==> src/rtl/if_fetch_pkg.sv <==
// Shared fetch-stage definitions: bus widths, stall-bit indices, the queue
// head payload and the sequential-PC helper.
package if_fetch_pkg;

    localparam int unsigned InstAddrW  = 32;
    localparam int unsigned InstW      = 32;
    localparam int unsigned StallW     = 6;
    localparam int unsigned FetchDepth = 4;

    // Bits of the control stall vector that this stage honours
    localparam int unsigned StallIssue = 0;
    localparam int unsigned StallPop   = 1;

    localparam logic [InstW-1:0] ZeroWord = 32'h0000_0000;
    localparam logic             Stop     = 1'b1;
    localparam logic             NoStop   = 1'b0;

    // Head entry handed to IF/ID
    typedef struct packed {
        logic [InstAddrW-1:0] pc;
        logic [InstW-1:0]     inst;
    } fetch_entry_t;

    // Word-sequential next fetch address, wrapping modulo 2^32
    function automatic logic [InstAddrW-1:0] next_pc(input logic [InstAddrW-1:0] pc);
        return pc + InstAddrW'(4);
    endfunction

endpackage

==> src/rtl/fetch_queue.sv <==
// In-order fetch queue: pc/inst storage with alloc (tail), fill and pop (head)
// pointers plus per-entry filled flags.
// Ports: clk, rst (async, active-low); clear_i drops every entry;
//        alloc_i/alloc_pc_i reserve the tail; fill_i/fill_inst_i complete the
//        oldest unfilled entry; pop_i retires the head;
//        head_o/head_filled_o present the head; full_o when all entries are
//        allocated; unfilled_o counts allocated entries still awaiting data.
module fetch_queue
    import if_fetch_pkg::*;
#(
    parameter  int unsigned DEPTH = FetchDepth,
    localparam int unsigned CntW  = $clog2(DEPTH) + 1
) (
    input  logic                 clk,
    input  logic                 rst,
    input  logic                 clear_i,
    input  logic                 alloc_i,
    input  logic [InstAddrW-1:0] alloc_pc_i,
    input  logic                 fill_i,
    input  logic [InstW-1:0]     fill_inst_i,
    input  logic                 pop_i,
    output fetch_entry_t         head_o,
    output logic                 head_filled_o,
    output logic                 full_o,
    output logic [CntW-1:0]      unfilled_o
);

    localparam int unsigned PtrW = $clog2(DEPTH);

    logic [InstAddrW-1:0] pc_q   [DEPTH];
    logic [InstW-1:0]     inst_q [DEPTH];
    logic [DEPTH-1:0]     filled_q, filled_d;
    logic [PtrW-1:0]      head_q, head_d;
    logic [PtrW-1:0]      tail_q, tail_d;
    logic [PtrW-1:0]      fill_q, fill_d;
    logic [CntW-1:0]      alloc_q, alloc_d;
    logic [CntW-1:0]      filled_cnt;

    // Payload storage; validity is carried by filled_q, so no reset needed
    always_ff @(posedge clk) begin
        if (alloc_i) begin
            pc_q[tail_q] <= alloc_pc_i;
        end
        if (fill_i) begin
            inst_q[fill_q] <= fill_inst_i;
        end
    end

    // Pointer/flag next state. Alloc clears the tail flag and pop clears the
    // head flag; when full with a pop these are the same entry, which is fine.
    always_comb begin
        head_d   = head_q;
        tail_d   = tail_q;
        fill_d   = fill_q;
        alloc_d  = alloc_q;
        filled_d = filled_q;
        if (clear_i) begin
            head_d   = '0;
            tail_d   = '0;
            fill_d   = '0;
            alloc_d  = '0;
            filled_d = '0;
        end else begin
            if (alloc_i) begin
                tail_d           = tail_q + PtrW'(1);
                filled_d[tail_q] = 1'b0;
            end
            if (fill_i) begin
                fill_d           = fill_q + PtrW'(1);
                filled_d[fill_q] = 1'b1;
            end
            if (pop_i) begin
                head_d           = head_q + PtrW'(1);
                filled_d[head_q] = 1'b0;
            end
            alloc_d = alloc_q + CntW'(alloc_i) - CntW'(pop_i);
        end
    end

    always_ff @(posedge clk or negedge rst) begin
        if (!rst) begin
            head_q   <= '0;
            tail_q   <= '0;
            fill_q   <= '0;
            alloc_q  <= '0;
            filled_q <= '0;
        end else begin
            head_q   <= head_d;
            tail_q   <= tail_d;
            fill_q   <= fill_d;
            alloc_q  <= alloc_d;
            filled_q <= filled_d;
        end
    end

    // Filled flags only ever sit on allocated entries
    always_comb begin
        filled_cnt = '0;
        for (int unsigned i = 0; i < DEPTH; i++) begin
            filled_cnt = filled_cnt + CntW'(filled_q[i]);
        end
    end

    assign unfilled_o    = alloc_q - filled_cnt;
    assign full_o        = (alloc_q == CntW'(DEPTH));
    assign head_filled_o = filled_q[head_q];
    assign head_o        = '{pc: pc_q[head_q], inst: inst_q[head_q]};

endmodule

==> src/rtl/if_fetch.sv <==
// Instruction-fetch stage: owns the fetch PC, issues word requests to the
// instruction ROM (req/gnt/rvalid), queues returned words with their PCs and
// presents the queue head to IF/ID.
// Ports: clk, rst (async, active-low); stall[0] blocks issue, stall[1] holds
//        the head; flush/new_pc redirect; rom_req_o/rom_addr_o/rom_gnt_i and
//        rom_rvalid_i/rom_rdata_i form the ROM handshake; if_pc/if_inst feed
//        IF/ID (zero when nothing is presented); stallreq_if asks control to
//        stall while the head has no instruction.
module if_fetch
    import if_fetch_pkg::*;
#(
    parameter logic [InstAddrW-1:0] RESET_PC = 32'h0000_0000,
    parameter int unsigned          DEPTH    = FetchDepth
) (
    input  logic                 clk,
    input  logic                 rst,
    input  logic [StallW-1:0]    stall,
    input  logic                 flush,
    input  logic [InstAddrW-1:0] new_pc,
    output logic                 rom_req_o,
    output logic [InstAddrW-1:0] rom_addr_o,
    input  logic                 rom_gnt_i,
    input  logic                 rom_rvalid_i,
    input  logic [InstW-1:0]     rom_rdata_i,
    output logic [InstAddrW-1:0] if_pc,
    output logic [InstW-1:0]     if_inst,
    output logic                 stallreq_if
);

    localparam int unsigned CntW = $clog2(DEPTH) + 1;

    logic [InstAddrW-1:0] fetch_pc_q, fetch_pc_d;
    logic [CntW-1:0]      drop_cnt_q, drop_cnt_d;
    logic                 alloc_en, fill_en, pop_en;
    logic                 head_filled, full;
    logic [CntW-1:0]      unfilled;
    fetch_entry_t         head;
    logic                 unused_stall;

    assign unused_stall = ^stall[StallW-1:2];

    fetch_queue #(.DEPTH(DEPTH)) u_queue (
        .clk           (clk),
        .rst           (rst),
        .clear_i       (flush),
        .alloc_i       (alloc_en),
        .alloc_pc_i    (fetch_pc_q),
        .fill_i        (fill_en),
        .fill_inst_i   (rom_rdata_i),
        .pop_i         (pop_en),
        .head_o        (head),
        .head_filled_o (head_filled),
        .full_o        (full),
        .unfilled_o    (unfilled)
    );

    // Handshake: a pop frees a slot in the same cycle, so a full queue can
    // still issue while draining. rst gating keeps req low during reset.
    assign pop_en    = head_filled && !stall[StallPop] && !flush;
    assign rom_req_o = rst && !stall[StallIssue] && !flush
                       && (drop_cnt_q == '0) && (!full || pop_en);
    assign alloc_en  = rom_req_o && rom_gnt_i;
    assign fill_en   = rom_rvalid_i && (drop_cnt_q == '0) && !flush;

    assign rom_addr_o  = fetch_pc_q;
    assign if_pc       = (head_filled && !flush) ? head.pc   : ZeroWord;
    assign if_inst     = (head_filled && !flush) ? head.inst : ZeroWord;
    assign stallreq_if = (rst && !head_filled) ? Stop : NoStop;

    // On flush every still-outstanding response becomes a drop; a response
    // landing in the flush cycle itself is consumed (dropped) right away.
    always_comb begin
        fetch_pc_d = fetch_pc_q;
        drop_cnt_d = drop_cnt_q;
        if (flush) begin
            fetch_pc_d = new_pc;
            drop_cnt_d = drop_cnt_q + unfilled - CntW'(rom_rvalid_i);
        end else begin
            if (alloc_en) begin
                fetch_pc_d = next_pc(fetch_pc_q);
            end
            if (rom_rvalid_i && (drop_cnt_q != '0)) begin
                drop_cnt_d = drop_cnt_q - CntW'(1);
            end
        end
    end

    always_ff @(posedge clk or negedge rst) begin
        if (!rst) begin
            fetch_pc_q <= RESET_PC;
            drop_cnt_q <= '0;
        end else begin
            fetch_pc_q <= fetch_pc_d;
            drop_cnt_q <= drop_cnt_d;
        end
    end

endmodule
==> config.mk <==
export PLATFORM = sky130hd
export DESIGN_NAME = if_fetch
export DESIGN_NICKNAME = d
export VERILOG_FILES = /design/src/rtl/if_fetch_pkg.sv /design/src/rtl/fetch_queue.sv /design/src/rtl/if_fetch.sv
export SDC_FILE = /design/constraint.sdc
export NUM_CORES = 1
export LEC_CHECK = 0
export BUFFER_PORTS_ARGS = -buffer_cell sky130_fd_sc_hd__clkbuf_2
export CAP_MARGIN = 40
export CORE_ASPECT_RATIO = 1.75
export CORE_MARGIN = 1.5
export CORE_UTILIZATION = 57
export DETAILED_ROUTE_END_ITERATION = 16
export MAX_ROUTING_LAYER = met4
export PLACE_DENSITY = 0.89
export SYNTH_ARGS = -nofsm -noshare
export SYNTH_HDL_FRONTEND = slang
export SYNTH_HIERARCHICAL = 1
export SYNTH_SLANG_ARGS = --single-unit
==> constraint.sdc <==
create_clock -name clk -period 6.09 [get_ports clk]
set_input_delay 0.609 -clock clk [delete_from_list [all_inputs] [get_ports clk]]
set_output_delay 0.609 -clock clk [all_outputs]
set_load 0.05 [all_outputs]
==> results of run 1 <==
kinds of logic (layout without fill, tap and decap cells):
kind of cell,after synthesis,in the layout,synth area share
adder cells (fa/ha/maj),29,29,0.0320
AO/OA/AOI/OAI,78,78,0.0414
AND/OR/NAND/NOR,203,203,0.0860
flip-flops,304,304,0.686
XOR/XNOR,9,9,0.00724
buffers and inverters,69,263,0.0277
multiplexers,74,74,0.120
power groups by stage:
stage	Clock (mW)	Combinational, mW	Sequential, mW
4_1_cts	1.76	0.520	2.41
5_1_grt	1.83	0.560	2.42
3_5_place_dp	0	0.516	2.45
6_report	1.73	0.515	2.41
2_1_floorplan	0	0.304	2.50
3_3_place_gp	0	0.490	2.45
per-stage QoR:
step | setup WS, ns | hold slack, ns | instance area, sq um
finish | 1.68 | 0.190 | 15100
global placement | 1.74 | 0.491 | 14000
floorplan | 1.88 | 0.313 | 13000
CTS | 1.66 | 0.194 | 15100
detailed placement | 1.68 | 0.485 | 14200
global route | 1.53 | 0.230 | 15100
critical path, delay by kind of cell, from the launching register on:
kind	cells	cell delay [ns]
AO/OA/AOI/OAI	1	0.10
flip-flops	1	0.42
AND/OR/NAND/NOR	1	0.28
adder cells (fa/ha/maj)	7	2.86
XOR/XNOR	3	0.49
buffers and inverters	3	0.16
synth_stat cells (2+ instances only):
| library cell | instances | area share |
|---|---|---|
| o31a_1 | 2 | 0.0014 |
| nand2_1 | 41 | 0.012 |
| edfxtp_1 | 256 | 0.59 |
| and3_1 | 7 | 0.0034 |
| a21o_1 | 3 | 0.0017 |
| inv_1 | 30 | 0.0087 |
| nand2b_1 | 3 | 0.0014 |
| xnor2_1 | 8 | 0.0054 |
| dfrtp_1 | 48 | 0.093 |
| mux2i_1 | 7 | 0.0054 |
| buf_4 | 2 | 0.0012 |
| nor3_1 | 5 | 0.0019 |
| or4_1 | 4 | 0.0023 |
| buf_1 | 2 | 0.00058 |
| nand3_1 | 22 | 0.0085 |
| o311ai_0 | 10 | 0.0068 |
| nor2_1 | 21 | 0.0061 |
| mux4_2 | 65 | 0.11 |
| buf_2 | 9 | 0.0035 |
| o211ai_1 | 10 | 0.0058 |
| nand4_1 | 9 | 0.0043 |
| buf_12 | 4 | 0.0062 |
| o311ai_1 | 3 | 0.0020 |
| fa_1 | 7 | 0.011 |
| o21a_1 | 4 | 0.0023 |
| and2_1 | 76 | 0.037 |
| a31oi_1 | 4 | 0.0019 |
| clkbuf_1 | 19 | 0.0055 |
| buf_6 | 2 | 0.0017 |
| ha_1 | 22 | 0.021 |
| nor2b_1 | 4 | 0.0019 |
| a21oi_1 | 14 | 0.0054 |
| o21ai_0 | 17 | 0.0066 |
| nand3b_1 | 2 | 0.0012 |
| a21boi_0 | 4 | 0.0023 |
| mux2_2 | 2 | 0.0017 |
state kept, by name, summed over array words and instances, names as in the netlist:
name,flops
drop_cnt_q,3
u_queue/head_q,2
u_queue/fill_q,2
u_queue/alloc_q,3
u_queue/tail_q,2
u_queue/filled_q,4
u_queue/inst_q,128
rom_addr_o,32
u_queue/pc_q,128
cell type report:
type                            count  area (sq um)
Timing Repair Buffer              185          1060
Tap cell                          296           370
Clock buffer                       35           684
Fill cell                        1492          7190
Inverter                           30           113
Sequential cell                   304          8900
Clock inverter                     13           208
Multi-Input combinational cell    393          3730
routing by layer:
layer,up-vias,track usage,wire [um]
li1,3299,-,-
met1,3777,0.278,9680
met2,341,0.415,14600
met3,72,0.0313,1590
met4,0,0.109,1140
met5,-,-,0
path summary, 6_finish.rpt:
| check | slack, ns | start | endpoint |
|---|---|---|---|
| worst max-delay path | 1.68 | u_queue/filled_q[1]$_DFF_PN0_ | drop_cnt_q[2]$_DFFE_PN0P_ |
| worst min-delay path | 0.19 | rst | drop_cnt_q[0]$_DFFE_PN0P_ |
| worst max register to register | 1.68 | u_queue/filled_q[1]$_DFF_PN0_ | drop_cnt_q[2]$_DFFE_PN0P_ |
| worst min register to register | 0.50 | drop_cnt_q[2]$_DFFE_PN0P_ | drop_cnt_q[2]$_DFFE_PN0P_ |
| max in group asynchronous | 5.37 | rst | u_queue/head_q[1]$_DFFE_PN0P_ |
| min in group clk | 0.26 | new_pc[16] | rom_addr_o[16]$_DFFE_PN0P_ |
==> summary.txt, run 1 <==
Post-layout min period -> 4.41 ns
Status -> completed
Clk sink count -> 304
Root Buffer -> clkbuf_16
Crit share post-route -> 0.724
GRT Overall Usage -> 0.241
Arr. time, crit path -> 4.83 ns
Ports -> 173
Final hold violations -> 0
Syn Area/Cell -> 16.9 sq um
Hpwl dp -> 17100 um
Crit. End Element -> register
Die Y -> 203 um
Number of synthesized register bits -> 304
Post-CTS Setup Repair Bufs -> 0
Power consumption -> 4.65 mW
Clock Skew -> 0.0250 ns
CP required -> 6.51 ns
CTS resizes -> 0
Max Slew Vio Count -> 0
Setup violators final -> 0
Most frequent cells in the layout -> edfxtp_1, clkbuf_2, and2_1
Fin cells -> 1256
Clock H-tree levels -> 1
Post-synth EDFFs -> 256
N_diodes -> 0
RSZ-0062 raised after global routing -> false
PwrDens -> 309 mW/mm^2
Syn nets -> 870
Leak -> 5.51 nW
Vias in the first global route -> 7740
Area Growth Syn to Fin -> 16.2%
Buffers on Ports -> 168
Worst skew pair latency -> 0.55 ns
Overall die area -> 0.0237 sq mm
Wirelength, routed -> 27000 um
CTS tree -> done
F_max -> 227 MHz
Main synth FF type -> edfxtp_1
Util after Layout -> 0.677
Worst Tran Pin Value -> 0.927 ns
Slowest cell on crit path -> fa_1
Share of power burned in registers -> 0.518
Vias/cell -> 5.96
Switching share of power -> 0.242
Num CTS Buffers -> 26
DRC -> 0
Largest net degree at the start of global routing -> 55
DR pass1 iterations -> 5
NetSw -> 1.13 mW
Synth Cell Area -> 0.0130 sq mm
Register area share after synthesis -> 0.686
Crit path cell chain -> fa_1, fa_1, fa_1, inv_1, ha_1, or2_2, fa_1, inv_1, ha_1, inv_1, fa_1, xnor2_1, xnor2_1, a21oi_1, xnor2_1
Total Nets Final -> 1044
Global route total overflow -> 0
First-pass GRT wire length -> 41500 um
Yosys warnings -> 6
Routed via count -> 7489
Initial Util -> 0.583
CP most frequent cell -> fa_1
Crit Path Category -> reg2reg
Highest cell delay on the worst timing path -> 0.57 ns
Chip width -> 117 um
Max FO, Critical Path -> 3
Initial antenna violation count -> 0
Setup TNS -> 0 ns
Core Rows -> 72
Placed instance count -> 1208
Core ar. -> 0.0223 sq mm
Commonest non-fill, non-tap cell in the layout -> edfxtp_1
Hold_buf cts -> 0
Detail Route Antenna Nets -> 0
Max Buffers Root-to-Sink -> 3
Clock power frac -> 0.371
Distinct cells, synth -> 54
Async set-reset flop share out of synthesis -> 0.158
Cell count after synthesis -> 766
Number of max-cap violations -> 0
Hold WC Path Type -> in2async
Max_slew headroom -> 0.376
GP Congestion -> 0.834
Gate power share -> 0.111
Initial DRC Count -> 573
Max IR drop VDD -> 266 uV
Crit path launch type -> register
Internal -> 3.53 mW
Clock-pin transition on the worst setup and hold timing paths -> 0.07 ns
Wire length per cell -> 21.5 um
Reg2Reg Depth -> 15
Fraction of layout cells with a size suffix above 1 -> 0.314
Note: power is estimated with default switching activity, not from simulation.
==> run 2, diff against run 1 <==
--- a/config.mk
+++ b/config.mk
@@ -9,10 +9,10 @@
 export CAP_MARGIN = 40
 export CORE_ASPECT_RATIO = 1.75
 export CORE_MARGIN = 1.5
-export CORE_UTILIZATION = 57
+export CORE_UTILIZATION = 52
 export DETAILED_ROUTE_END_ITERATION = 16
 export MAX_ROUTING_LAYER = met4
-export PLACE_DENSITY = 0.89
+export PLACE_DENSITY = 0.86
 export SYNTH_ARGS = -nofsm -noshare
 export SYNTH_HDL_FRONTEND = slang
 export SYNTH_HIERARCHICAL = 1
==> constraint.sdc (replaced) <==
create_clock -name clk -period 3.6 [get_ports clk]
set_input_delay 0.36 -clock clk [delete_from_list [all_inputs] [get_ports clk]]
set_output_delay 0.36 -clock clk [all_outputs]
set_load 0.05 [all_outputs]
==> summary.txt, run 2 (synthesis results as in run 1) <==
First-pass GRT wire length -> 42100 um (was 41500 um)
Arr. time, crit path -> 4.68 ns (was 4.83 ns)
RSZ-0062 raised after global routing -> true (was false)
Reg-to-reg startpoint -> u_queue/filled_q[1]$_DFF_PN0_ (unchanged)
Setup violators final -> 2 (was 0)
Pre-CTS setup slack -> -0.732 ns (was 1.68 ns)
Leak -> 5.55 nW (was 5.51 nW)
PwrDens -> 518 mW/mm^2 (was 309 mW/mm^2)
Fraction of layout cells with a size suffix above 1 -> 0.333 (was 0.314)
Crit Path Category -> reg2reg (unchanged)
Worst skew pair latency -> 0.54 ns (was 0.55 ns)
Total Nets Final -> 1056 (was 1044)
CP required -> 4.06 ns (was 6.51 ns)
Worst Tran Pin Value -> 0.974 ns (was 0.927 ns)
Placed instance count -> 1233 (was 1208)
Core ar. -> 0.0245 sq mm (was 0.0223 sq mm)
Hpwl dp -> 17300 um (was 17100 um)
Clk sink count -> 304 (unchanged)
Post-layout min period -> 4.22 ns (was 4.41 ns)
Initial Util -> 0.528 (was 0.583)
Power consumption -> 7.84 mW (was 4.65 mW)
Num CTS Buffers -> 25 (was 26)
DRC -> 0 (unchanged)
Max Buffers Root-to-Sink -> 3 (unchanged)
Number of max-cap violations -> 0 (unchanged)
Overall die area -> 0.0259 sq mm (was 0.0237 sq mm)
CTS tree -> done (unchanged)
F_max -> 237 MHz (was 227 MHz)
Crit. End Element -> register (unchanged)
HP Start -> new_pc[16]
Vias in the first global route -> 7862 (was 7740)
Initial DRC Count -> 623 (was 573)
Max Slew Vio Count -> 0 (unchanged)
DR pass1 iterations -> 5 (unchanged)
Clock Skew -> 0.0146 ns (was 0.0250 ns)
Clock-pin transition on the worst setup and hold timing paths -> 0.07 ns (about the same)
Detail Route Antenna Nets -> 0 (unchanged)
Most frequent cells in the layout -> edfxtp_1, clkbuf_2, and2_1 (unchanged)
Clock H-tree levels -> 1 (unchanged)
N_diodes -> 0 (unchanged)
Final hold violations -> 0 (unchanged)
Wirelength, routed -> 27200 um (was 27000 um)
GRT Overall Usage -> 0.222 (was 0.241)
Chip width -> 122 um (was 117 um)
GP Congestion -> 0.853 (was 0.834)
Root Buffer -> clkbuf_16 (unchanged)
Failing checks -> setup timing
Vias/cell -> 5.86 (was 5.96)
Wire length per cell -> 21.2 um (was 21.5 um)
Ports -> 173 (unchanged)
Initial antenna violation count -> 0 (unchanged)
Global route total overflow -> 0 (unchanged)
Buffers on Ports -> 168 (unchanged)
Critical Path Start -> u_queue/filled_q[1]$_DFF_PN0_ (unchanged)
Max IR drop VDD -> 533 uV (was 266 uV)
Util after Layout -> 0.616 (was 0.677)
Max_slew headroom -> 0.348 (was 0.376)
Core Rows -> 76 (was 72)
Routed via count -> 7523 (was 7489)
Crit path launch type -> register (unchanged)
Max FO, Critical Path -> 2 (was 3)
Crit share post-route -> 1.17 (was 0.724)
Area Growth Syn to Fin -> 16.6% (was 16.2%)
Largest net degree at the start of global routing -> 69 (was 55)
Commonest non-fill, non-tap cell in the layout -> edfxtp_1 (unchanged)
Fin cells -> 1283 (was 1256)
Setup WS post-layout -> -0.622 ns (was 1.68 ns)
Status -> complete, but fails checks (was completed)
Fillers -> 1784 (was 1492)
Hold WC Path Type -> in2reg (was in2async)
Die Y -> 212 um (was 203 um)
## run 2: critical path, stage by stage, from the launching register on
cell and delay (ns):
dfrtp_1 0.40, fa_1 0.56, fa_1 0.44, fa_1 0.57, inv_2 0.05, ha_2 0.15
or2_4 0.22, fa_1 0.48, inv_1 0.04, ha_1 0.27, inv_2 0.04, fa_2 0.36
xnor2_2 0.14, xnor2_1 0.12, a21oi_1 0.16, xnor2_1 0.14
## run 2: worst paths after layout
| path | slack [ns] | end | cells past startpoint |
|---|---|---|---|
| max | -0.62 | drop_cnt_q[2]$_DFFE_PN0P_ | 15 |
| min | 0.02 | rom_addr_o[16]$_DFFE_PN0P_ | 2 |
| max reg2reg | -0.62 | drop_cnt_q[2]$_DFFE_PN0P_ | 15 |
| min reg2reg | 0.53 | drop_cnt_q[2]$_DFFE_PN0P_ | 1 |
| min in group asynchronous | 0.52 | u_queue/alloc_q[1]$_DFF_PN0_ | 3 |
| max in group asynchronous | 2.55 | u_queue/head_q[0]$_DFFE_PN0P_ | 3 |
## run 2: through the flow
step	hold WS [ns]	instance area, sq um	setup TNS (ns)
floorplan	0.0644	13000	-0.849
global placement	0.504	14200	-0.997
detailed placement	0.513	14200	-1.19
CTS	0.00317	15100	-1.02
global route	0.0232	15100	-1.20
finish	0.0223	15100	-0.982
## run 2: area by class of cell
type | count | area [sq um] | share of cell area
inverters | 30 | 113 | 0.00745
repair buffers | 198 | 1110 | 0.0735
flip-flops and latches | 304 | 8900 | 0.588
clock buffers | 32 | 672 | 0.0444
well taps | 312 | 390 | 0.0258
clock inverters | 14 | 193 | 0.0127
multi-input cells | 393 | 3750 | 0.248
## run 2: report_power, final
part           internal [mW]  total, mW  switching, mW
registers               3.95       4.08          0.128
logic                  0.352      0.933          0.580
clock network           1.63       2.83           1.20
total                   5.93       7.84           1.91
## run 2: repair_timing
item                                   in CTS  in global routing
buffers inserted                            1                  1
resized for setup                           2                  0
hold buffers                                1                  0
pin swaps                                   8                  0
endpoints found under the hold margin       9                  0
setup endpoints to repair                   2                  2
## run 2: routing by layer
metal	up-vias	wire length (um)	global-route usage
met1	3804	9860	0.256
li1	3324	-	-
met3	69	1540	0.0245
met5	-	0	-
met4	0	954	0.0958
met2	326	14800	0.391
==> run 3, diff against run 2 <==
--- a/config.mk
+++ b/config.mk
@@ -5,14 +5,15 @@
 export SDC_FILE = /design/constraint.sdc
 export NUM_CORES = 1
 export LEC_CHECK = 0
-export BUFFER_PORTS_ARGS = -buffer_cell sky130_fd_sc_hd__clkbuf_2
-export CAP_MARGIN = 40
+export CAP_MARGIN = 10
 export CORE_ASPECT_RATIO = 1.75
 export CORE_MARGIN = 1.5
-export CORE_UTILIZATION = 52
+export CORE_UTILIZATION = 57
 export DETAILED_ROUTE_END_ITERATION = 16
+export DONT_BUFFER_PORTS = 1
 export MAX_ROUTING_LAYER = met4
-export PLACE_DENSITY = 0.86
+export PLACE_DENSITY = 0.85
+export SETUP_SLACK_MARGIN = 0.02
 export SYNTH_ARGS = -nofsm -noshare
 export SYNTH_HDL_FRONTEND = slang
 export SYNTH_HIERARCHICAL = 1
==> summary.txt, run 3 (synthesis results as in run 1) <==
Hpwl dp -> 16800 um (was 17300 um)
Post-Place Cell Area -> 0.0136 sq mm (was 0.0142 sq mm)
Leak -> 5.25 nW (was 5.55 nW)
Area Growth Syn to Fin -> 16.9% (was 16.6%)
Crit share post-route -> 1.19 (was 1.17)
Arr. time, crit path -> 4.72 ns (was 4.68 ns)
Total Nets Final -> 978 (was 1056)
Clock-pin transition on the worst setup and hold timing paths -> 0.07 ns (about the same)
Fraction of layout cells with a size suffix above 1 -> 0.209 (was 0.333)
Worst skew pair latency -> 0.54 ns (about the same)
Switching share of power -> 0.245 (was 0.244)
DRC -> 0 (unchanged)
Max Slew Vio Count -> 0 (unchanged)
Most frequent cells in the layout -> edfxtp_1, and2_1, mux4_2 (was edfxtp_1, clkbuf_2, and2_1)
End of the worst register-to-register path -> drop_cnt_q[2]$_DFFE_PN0P_ (unchanged)
Status -> complete, but fails checks (unchanged)
Reg-to-reg startpoint -> u_queue/filled_q[1]$_DFF_PN0_ (unchanged)
GRT Overall Usage -> 0.250 (was 0.222)
RSZ-0062 raised after global routing -> true (unchanged)
Slowest cell on crit path -> fa_1 (unchanged)
Routed via count -> 7303 (was 7523)
Placed instance count -> 1074 (was 1233)
Vias/cell -> 6.14 (was 5.86)
CP most frequent cell -> fa_1 (unchanged)
Initial Util -> 0.583 (was 0.528)
Initial antenna violation count -> 0 (unchanged)
Max FO, Critical Path -> 2 (unchanged)
Worst Tran Pin Value -> 0.999 ns (was 0.974 ns)
GP Congestion -> 0.835 (was 0.853)
Wire length per cell -> 23.4 um (was 21.2 um)
Hold depth -> 2 (unchanged)
Fillers -> 1428 (was 1784)
Highest cell delay on the worst timing path -> 0.56 ns (was 0.57 ns)
Power consumption -> 7.89 mW (was 7.84 mW)
Max IR drop VDD -> 474 uV (was 533 uV)
Core Rows -> 72 (was 76)
Number of max-cap violations -> 0 (unchanged)
N_diodes -> 0 (unchanged)
Max_slew headroom -> 0.334 (was 0.348)
Die Y -> 203 um (was 212 um)
Clock H-tree levels -> 1 (unchanged)
Buffers on Ports -> 0 (was 168)
Reg2Reg Depth -> 15 (unchanged)
Core ar. -> 0.0223 sq mm (was 0.0245 sq mm)
Crit. End Element -> register (unchanged)
Final hold violations -> 0 (unchanged)
Clk sink count -> 304 (unchanged)
Global route total overflow -> 0 (unchanged)
Chip width -> 117 um (was 122 um)
Clock Skew -> 0.0105 ns (was 0.0146 ns)
Buf/Inv on CP -> 3 (unchanged)
Design area -> 0.0152 sq mm (was 0.0151 sq mm)
Hold WC Path Type -> in2reg (unchanged)
CP required -> 4.03 ns (was 4.06 ns)
Crit Path Category -> reg2reg (unchanged)
Root Buffer -> clkbuf_16 (unchanged)
Overall die area -> 0.0237 sq mm (was 0.0259 sq mm)
Setup WS post-layout -> -0.689 ns (was -0.622 ns)
Ports -> 173 (unchanged)
Commonest non-fill, non-tap cell in the layout -> edfxtp_1 (unchanged)
CTS tree -> done (unchanged)
Post-layout min period -> 4.29 ns (was 4.22 ns)
Critical path's top delay family -> adder cells (unchanged)
Share of power burned in registers -> 0.520 (about the same)
F_max -> 233 MHz (was 237 MHz)
Detail Route Antenna Nets -> 0 (unchanged)
Largest net degree at the start of global routing -> 69 (unchanged)
R2R setup slack -> -0.69 ns (was -0.62 ns)
Internal -> 5.95 mW (was 5.93 mW)
Max Buffers Root-to-Sink -> 3 (unchanged)
Gate power share -> 0.118 (was 0.119)
Failing checks -> setup timing (unchanged)
Vias in the first global route -> 7722 (was 7862)
DR pass1 iterations -> 5 (unchanged)
PwrDens -> 520 mW/mm^2 (was 518 mW/mm^2)
Clock power frac -> 0.362 (was 0.361)
Fin cells -> 1190 (was 1283)
Wirelength, routed -> 27900 um (was 27200 um)
NetSw -> 1.93 mW (was 1.91 mW)
Initial DRC Count -> 522 (was 623)
Num CTS Buffers -> 26 (was 25)
Crit path cell chain -> fa_1, fa_1, fa_1, inv_2, ha_4, or2_4, fa_1, inv_1, ha_1, inv_2, fa_2, xnor2_2, xnor2_1, a21oi_2, xnor2_1 (was fa_1, fa_1, fa_1, inv_2, ha_2, or2_4, fa_1, inv_1, ha_1, inv_2, fa_2, xnor2_2, xnor2_1, a21oi_1, xnor2_1)
Worst Hold Path EP -> drop_cnt_q[2]$_DFFE_PN0P_ (was rom_addr_o[16]$_DFFE_PN0P_)
HP Start -> flush (was new_pc[16])
First-pass GRT wire length -> 42700 um (was 42100 um)
Setup violators final -> 2 (unchanged)
Crit path launch type -> register (unchanged)
run 3: cell types whose count changed in the layout (fill, tap and decap cells not counted), sizes merged:
cell | before | now
clkinvlp | 3 | 1
bufinv | 4 | 3
dlygate4sd3 | 1 | 63
buf | 28 | 56
inv | 33 | 31
clkbuf | 201 | 37
clkinv | 4 | 6
run 3: worst max path at each step:
stage | startpoint | to | cells after the start
after floorplan | u_queue/filled_q[3]$_DFF_PN0_ | drop_cnt_q[2]$_DFFE_PN0P_ | 15
after global placement | u_queue/filled_q[3]$_DFF_PN0_ | drop_cnt_q[2]$_DFFE_PN0P_ | 15
after detailed placement | u_queue/filled_q[3]$_DFF_PN0_ | drop_cnt_q[2]$_DFFE_PN0P_ | 15
after CTS | u_queue/filled_q[1]$_DFF_PN0_ | drop_cnt_q[2]$_DFFE_PN0P_ | 15
after global routing | u_queue/filled_q[1]$_DFF_PN0_ | drop_cnt_q[2]$_DFFE_PN0P_ | 15
final | u_queue/filled_q[1]$_DFF_PN0_ | drop_cnt_q[2]$_DFFE_PN0P_ | 15
run 3: power groups by stage:
stage | Sequential, mW | Combinational (mW) | Clock (mW)
2_1_floorplan | 4.24 | 0.540 | 0
3_3_place_gp | 4.17 | 0.765 | 0
3_5_place_dp | 4.18 | 0.792 | 0
4_1_cts | 4.10 | 0.911 | 2.90
5_1_grt | 4.11 | 1.01 | 3.03
6_report | 4.10 | 0.930 | 2.86
run 3: layer usage:
layer,GRT usage,vias to the layer above,share of wire
met3,0.0436,67,0.067
met4,0.109,0,0.040
li1,-,3176,-
met1,0.285,3737,0.35
met5,-,-,0
met2,0.430,323,0.54
run 3: metrics by stage:
step                hold WS, ns  TNS, ns   util  setup slack (ns)
floorplan                0.0644   -0.849      -            -0.560
CTS                      0.0116    -1.07  0.679            -0.711
global route             0.0141    -1.31  0.681            -0.810
global placement         0.0666   -0.921  0.609            -0.608
finish                   0.0244    -1.05  0.681            -0.689
detailed placement       0.0685    -1.10  0.609            -0.701
run 3: final cells by class:
type                       count  area, sq um  area share
clock buffer                  37          732      0.0483
inverter                      30          113     0.00743
multi-input combinational    393         3770       0.249
timing repair buffer         119         1120      0.0742
clock inverter                11          146     0.00966
sequential                   304         8900       0.587
tap                          296          370      0.0244
run 3: timing repair:
item	in CTS	in global routing
pin swaps	10	1
setup buffers	1	1
cloned	0	0
resized for setup	2	2
hold buffers	65	0
hold endpoints to repair	220	0
endpoints found under the setup margin	2	2
